**config.mk**
```make
export PLATFORM = sky130hd
export DESIGN_NAME = mem_stage_ws
export DESIGN_NICKNAME = d
export VERILOG_FILES = /design/src/rtl/mem_stage_ws.sv
export SDC_FILE = /design/constraint.sdc
export NUM_CORES = 1
export LEC_CHECK = 0
export BUFFER_PORTS_ARGS = -buffer_cell sky130_fd_sc_hd__buf_2
export CORE_MARGIN = 2
export CORE_UTILIZATION = 56
export CTS_BUF_LIST = sky130_fd_sc_hd__clkbuf_4 sky130_fd_sc_hd__clkbuf_8
export CTS_CLUSTER_SIZE = 16
export DETAILED_ROUTE_END_ITERATION = 12
export HOLD_SLACK_MARGIN = 0.08
export PLACE_DENSITY_LB_ADDON = 0.08
export SYNTH_ARGS = -nofsm -noshare
export SYNTH_HDL_FRONTEND = slang
export SYNTH_SLANG_ARGS = --single-unit
export TNS_END_PERCENT = 20
```
**constraint.sdc**
```tcl
create_clock -name clk -period 11.1 [get_ports clk]
set_input_delay 1.11 -clock clk [delete_from_list [all_inputs] [get_ports clk]]
set_output_delay 1.11 -clock clk [all_outputs]
set_load 0.005 [all_outputs]
```
**src/rtl/mem_stage_ws.sv**
```systemverilog
// mem_stage_ws: MEM pipeline stage between EX and WB.
// Registers the EX payload and waits on variable-latency data SRAM reads
// through an rvalid handshake. Read data that arrives while the stage is held
// is kept in a local buffer. Loads are extracted and extended to 32 bits from
// the correct byte lane of a 32- or 64-bit bus. The stage flags misaligned
// loads and counts the cycles it spends stalled.
module mem_stage_ws #(
    parameter int DATA_W = 32,   // 32 or 64
    parameter int PC_W   = 32,
    parameter int HILO_W = 66,
    parameter int CNT_W  = 32
) (
    input  logic              clk,
    input  logic              rst,
    input  logic              stall_self,
    input  logic              stall_next,
    input  logic              ex_valid,
    input  logic [PC_W-1:0]   ex_pc,
    input  logic [31:0]       ex_result,
    input  logic [4:0]        ex_load_op,
    input  logic              ex_sel_rf_res,
    input  logic              ex_rf_we,
    input  logic [4:0]        ex_rf_waddr,
    input  logic [HILO_W-1:0] ex_hilo_bus,
    input  logic [DATA_W-1:0] dmem_rdata,
    input  logic              dmem_rvalid,
    output logic              stallreq,
    output logic              wb_valid,
    output logic [PC_W-1:0]   wb_pc,
    output logic              wb_rf_we,
    output logic [4:0]        wb_rf_waddr,
    output logic [31:0]       wb_rf_wdata,
    output logic [HILO_W-1:0] wb_hilo_bus,
    output logic              misalign,
    output logic [CNT_W-1:0]  wait_cnt
);

    localparam int NBYTES = DATA_W / 8;
    localparam int OFF_W  = $clog2(NBYTES);

    // Bit positions inside the one-hot {lb,lbu,lh,lhu,lw} load opcode.
    localparam int OP_LB  = 4;
    localparam int OP_LBU = 3;
    localparam int OP_LH  = 2;
    localparam int OP_LHU = 1;
    localparam int OP_LW  = 0;

    // IDLE: no data held locally; WAIT: load outstanding; HAVE: data buffered.
    typedef enum logic [1:0] {
        S_IDLE = 2'd0,
        S_WAIT = 2'd1,
        S_HAVE = 2'd2
    } state_t;

    // Stage register
    logic              r_valid;
    logic [PC_W-1:0]   r_pc;
    logic [31:0]       r_result;
    logic [4:0]        r_load_op;
    logic              r_sel_rf_res;
    logic              r_rf_we;
    logic [4:0]        r_rf_waddr;
    logic [HILO_W-1:0] r_hilo;

    state_t            r_state;
    state_t            w_nstate;
    logic              w_buf_ld;
    logic [DATA_W-1:0] r_buf;
    logic [CNT_W-1:0]  r_wait_cnt;

    logic              w_bubble;
    logic              w_capture;
    logic              w_upd;
    logic              w_is_ld;
    logic              w_mis;
    logic              w_ld;
    logic              w_stall;
    logic              w_wb_valid;
    logic [OFF_W-1:0]  w_off;
    logic [DATA_W-1:0] w_src;
    logic [31:0]       w_word;
    logic [7:0]        w_byte;
    logic [15:0]       w_half;
    logic [31:0]       w_ld_data;

    // The stall bus decides how the stage register moves. A bubble is loaded
    // when this stage is stalled but WB is free. A capture happens whenever
    // this stage is not stalled. Otherwise the register holds its value.
    assign w_bubble  = stall_self & ~stall_next;
    assign w_capture = ~stall_self;
    assign w_upd     = w_bubble | w_capture;

    // Stage register: capture the EX payload, load a bubble, or hold.
    always_ff @(posedge clk or posedge rst) begin
        if (rst) begin
            r_valid      <= 1'b0;
            r_pc         <= '0;
            r_result     <= '0;
            r_load_op    <= '0;
            r_sel_rf_res <= 1'b0;
            r_rf_we      <= 1'b0;
            r_rf_waddr   <= '0;
            r_hilo       <= '0;
        end else if (w_capture) begin
            r_valid      <= ex_valid;
            r_pc         <= ex_pc;
            r_result     <= ex_result;
            r_load_op    <= ex_load_op;
            r_sel_rf_res <= ex_sel_rf_res;
            r_rf_we      <= ex_rf_we;
            r_rf_waddr   <= ex_rf_waddr;
            r_hilo       <= ex_hilo_bus;
        end else if (w_bubble) begin
            r_valid      <= 1'b0;
            r_pc         <= '0;
            r_result     <= '0;
            r_load_op    <= '0;
            r_sel_rf_res <= 1'b0;
            r_rf_we      <= 1'b0;
            r_rf_waddr   <= '0;
            r_hilo       <= '0;
        end
    end

    // Misaligned loads never reach the SRAM handshake. They do not wait and
    // do not write back, so they are excluded from w_ld.
    assign w_is_ld = r_valid & r_sel_rf_res;
    assign w_mis   = w_is_ld &
                     ((((r_load_op[OP_LH] | r_load_op[OP_LHU]) & r_result[0])) |
                      (r_load_op[OP_LW] & (r_result[1:0] != 2'b00)));
    assign w_ld    = w_is_ld & ~w_mis;

    // A load stalls until its data is on the bus or already buffered.
    assign w_stall = w_ld & ~(dmem_rvalid | (r_state == S_HAVE));

    // FSM state register
    always_ff @(posedge clk or posedge rst) begin
        if (rst) r_state <= S_IDLE;
        else     r_state <= w_nstate;
    end

    // FSM next state. Any stage-register update drops back to IDLE, because
    // data present this cycle is consumed by WB on that same edge. Data that
    // arrives while the stage is held is latched into the buffer.
    always_comb begin
        w_nstate = r_state;
        w_buf_ld = 1'b0;
        if (w_upd) begin
            w_nstate = S_IDLE;
        end else begin
            case (r_state)
                S_IDLE: begin
                    if (w_ld) begin
                        if (dmem_rvalid) begin
                            w_buf_ld = 1'b1;
                            w_nstate = S_HAVE;
                        end else begin
                            w_nstate = S_WAIT;
                        end
                    end
                end
                S_WAIT: begin
                    if (dmem_rvalid) begin
                        w_buf_ld = 1'b1;
                        w_nstate = S_HAVE;
                    end
                end
                S_HAVE:  w_nstate = S_HAVE;
                default: w_nstate = S_IDLE;
            endcase
        end
    end

    // Read-data buffer for data returned while the stage is held.
    always_ff @(posedge clk or posedge rst) begin
        if (rst)           r_buf <= '0;
        else if (w_buf_ld) r_buf <= dmem_rdata;
    end

    // Stall-cycle counter. It saturates at all-ones instead of wrapping.
    always_ff @(posedge clk or posedge rst) begin
        if (rst)
            r_wait_cnt <= '0;
        else if (w_stall && (r_wait_cnt != {CNT_W{1'b1}}))
            r_wait_cnt <= r_wait_cnt + CNT_W'(1);
    end

    // Shift the addressed lane down to bit 0. Only the low 32 bits are
    // needed, because no load is wider than a word.
    assign w_off  = r_result[OFF_W-1:0];
    assign w_src  = (r_state == S_HAVE) ? r_buf : dmem_rdata;
    assign w_word = 32'(w_src >> {w_off, 3'b000});
    assign w_byte = w_word[7:0];
    assign w_half = w_word[15:0];

    // Load extraction with sign or zero extension.
    always_comb begin
        w_ld_data = '0;
        if (r_load_op[OP_LB])       w_ld_data = {{24{w_byte[7]}}, w_byte};
        else if (r_load_op[OP_LBU]) w_ld_data = {24'd0, w_byte};
        else if (r_load_op[OP_LH])  w_ld_data = {{16{w_half[15]}}, w_half};
        else if (r_load_op[OP_LHU]) w_ld_data = {16'd0, w_half};
        else if (r_load_op[OP_LW])  w_ld_data = w_word;
    end

    assign w_wb_valid  = r_valid & ~w_stall;

    assign stallreq    = w_stall;
    assign wb_valid    = w_wb_valid;
    assign wb_pc       = r_pc;
    assign wb_rf_we    = r_rf_we & w_wb_valid & ~w_mis;
    assign wb_rf_waddr = r_rf_waddr;
    assign wb_rf_wdata = w_mis ? 32'd0 : (r_sel_rf_res ? w_ld_data : r_result);
    assign wb_hilo_bus = r_hilo;
    assign misalign    = w_mis;
    assign wait_cnt    = r_wait_cnt;

endmodule

```
==> reports/metrics.yaml <==
sta:
  worst_hold_slack_ns: 0.471
  slew_viol_final: 0
  layout_setup_ws_ns: 6.44
  finalClockSkew_ns: 0.0158
  tightestPinTransition_ns: 1.39
  timing.max_slew.rel_slack_pct: 7.23
  report.final.hold_viol_count: 0
  finalWorstPathRequiredPeriod_ns: 4.66
  rsz0062_at_grt: "no"
  max_clock_freq_mhz: 215
  aggregate_negative_setup_slack_ns: 0
  final.period_utilization_pct: 41.9
  timing.final.setup_violations: 0
clocking:
  postCtsSetupBuffers: 0
  holdBufCountCts: 0
  clock_sink_count: 209
  clk_path_buf_depth: 3
  clock_latency_ns: 0.53
  ctsRootBufferMaster: "clkbuf_8"
  post_cts_resize_count: 0
  cts_tree: "built"
  cts_inserted_buffers: 37
  cts_htree_levels: 2
  cts.reportedPaths.clkPinSlew_ns: 0.06
setup_path:
  crit_required_ns: 9.99
  critical-path-max-stage-delay_ns: 0.45
  nature_of_the_critical_path_endpoint: "output pin"
  cp_delay_by_family_top: "compound AO/OA/AOI/OAI gates"
  cp-start-kind: "register"
  path_buf_inv: 3
  critPathMaxFanout: 38
  critical_path.cell_chain: "inv_1 -> ha_2 -> buf_4 -> mux2i_1 -> mux2_2 -> a221oi_1 -> o21ai_2 -> o32ai_1 -> buf_2"
  critical-path-slowest-cell: "buf_4"
  arrival_ns: 3.55
  crit_type: "reg -> out"
place:
  place.port_buffers: 350
  gp_routability_congestion: 0.917
  place_area_um2: 12000
  place_ws_ns: 7.03
  place.detailed.hpwl_um: 20100
  dp_cells: 1587
logic_synthesis:
  synth-seq-area-share_pct: 51.6
  post_synth_main_area_contributors: "dfrtp_1 52%, o21ai_0 6.9%, inv_1 6.3%, mux2_2 5.0%, nand3_1 4.4%"
  synth.ff_latch_count: 209
  synth_most_common_cell: "dfrtp_1"
  number_of_distinct_standard_cells_referenced_by_the_synthesized_netlist: 56
  list_of_most_frequent_post_synthesis_cells: "209 x dfrtp_1, 171 x inv_1, 140 x o21ai_0"
  avgSynthCellArea_um2: 9.47
  synth_edf_count: 0
  synth_area_um2: 10100
  synth_top_cell_area_share_pct: 51.6
  synth_top_flop_cell: "dfrtp_1"
  synthesis.instances: 1069
  postSynth.asyncResetShare_pct: 100
  netlist.top_cell.by_area: "dfrtp_1"
  yosys_warnings: 0
  synth_nets: 1254
grt:
  grt_util_met1_pct: 37.4
  grt_first_pass_wirelength_um: 45500
  grt_max_degree: 134
  global_route.usage.met2_pct: 47.8
  via_count_of_the_first_global_routing_pass: 8713
  antenna_violations_before_repair: 8
  grtUsageMet3_pct: 8.56
  grt_most_used_layer: "met2"
  globalRoute.totalOverflow: 0
  globalRouteTotalUtil_pct: 29.3
detailed_routing:
  detail_route.wl_per_cell_um: 17.4
  avgViaCountPerCell: 5.42
  vias: 8973
  iter_0_drt_violations: 651
  detail-route-antenna-nets: 0
  totalWireLength_um: 28800
  drt_pre_antenna_iters: 5
  drc: 0
status:
  status: "finished clean"
layout:
  layout.cell_area.non_filler_um2: 12700
  drive_gt1_share_pct: 34.2
  area_growth_syn_to_layout_pct: 25.9
  fin_nets: 1582
  layout.cells.non_filler: 1656
floorplanning:
  core-area_um2: 17800
  placementRows: 49
  die_width_um: 138
  initial_core_util_pct: 56.8
  boundaryPins: 351
  die_height_um: 138
  die-area_um2: 19200
hold_path:
  worst_hold_path_type: "reg -> reg"
power:
  vdd_drop_max_v: 0.000111
  leakagePower_nw: 6.75
  power_per_cell_area_nw_per_um2: 149
run:
  max_cap_violations: 0
worst paths after layout:
check,startpoint,to,slack (ns),depth (start not counted)
max,r_state[0]$_DFFE_PP0P_,wb_rf_wdata[8],6.44,9
min,wb_rf_waddr[4]$_DFFE_PP0N_,wb_rf_waddr[4]$_DFFE_PP0N_,0.47,2
max reg2reg,r_state[0]$_DFFE_PP0P_,wait_cnt[29]$_DFFE_PP0P_,8.41,8
min reg2reg,wb_rf_waddr[4]$_DFFE_PP0N_,wb_rf_waddr[4]$_DFFE_PP0N_,0.47,2
max in group asynchronous,rst,r_result[20]$_DFFE_PP0N_,8.68,3
min in group asynchronous,rst,wb_hilo_bus[18]$_DFFE_PP0N_,0.76,2
where the power goes:
group,internal (W),switching [W],leakage (nW)
Clock,0.000436,0.000312,0.419
Sequential,0.000829,0.0000428,2.69
Combinational,0.000128,0.000152,3.64
Total,0.00139,0.000507,6.75
routing by layer:
layer | part of all wire (%) | up-vias
met4 | 3.5 | 6
met5 | 0.14 | -
met2 | 47 | 398
met3 | 8.4 | 77
met1 | 41 | 4228
li1 | - | 4264
registers in the layout (all words and copies together), names as in the netlist:
| register | cells |
|---|---|
| wb_pc | 32 |
| r_valid | 1 |
| wb_rf_waddr | 5 |
| r_sel_rf_res | 1 |
| r_result | 32 |
| r_rf_we | 1 |
| wb_hilo_bus | 66 |
| r_load_op | 5 |
| wait_cnt | 32 |
| r_buf | 32 |
| r_state | 2 |
kinds of logic (layout without fill, tap and decap cells):
family	Yosys count	count (layout)	share of synthesized area, %
AO/OA/AOI/OAI	247	247	14.5
other	0	5	0
XOR/XNOR	25	25	2.16
flip-flops	209	209	51.6
AND/OR/NAND/NOR	266	266	12.9
adder cells (fa/ha/maj)	5	5	0.618
buffers and inverters	239	592	9.14
multiplexers	78	78	9.01
through the flow:
| step | utilization [%] | total power (W) |
|---|---|---|
| finish | 71.4 | 0.00190 |
| global route | 71.4 | 0.00198 |
| CTS | 71.4 | 0.00191 |
| detailed placement | 67.0 | 0.00116 |
| global placement | 67.0 | 0.00116 |
| floorplan | - | 0.00103 |
worst min-delay path, stage by stage, from the launching register on:
cell,delay [ns]
dfrtp_1,0.33
nand2_1,0.04
o21ai_0,0.06
area by class of cell:
class / instances / area, um^2
Antenna cell: 5 / 12.5
Tap cell: 229 / 287
Sequential cell: 209 / 5230
Fill cell: 1418 / 5090
Inverter: 171 / 649
Timing Repair Buffer: 357 / 1810
Clock buffer: 63 / 773
Clock inverter: 1 / 8.76
Multi-Input combinational cell: 621 / 3980
cell usage in the layout (no fill, tap or decap), types with 10 or more instances in the layout:
master    count
a21oi_1      19
a31oi_1      13
buf_2       349
clkbuf_4     15
clkbuf_8     48
dfrtp_1     209
inv_1       170
mux2_2       45
mux2i_1      27
nand2_1      69
nand2b_1     13
nand3_1      90
nand4_1      10
nor2_1       35
nor2b_1      13
o21ai_0     140
o22ai_1      29
xnor2_1      12
xor2_1       13
No activity file was read; power rests on OpenSTA's default activity.
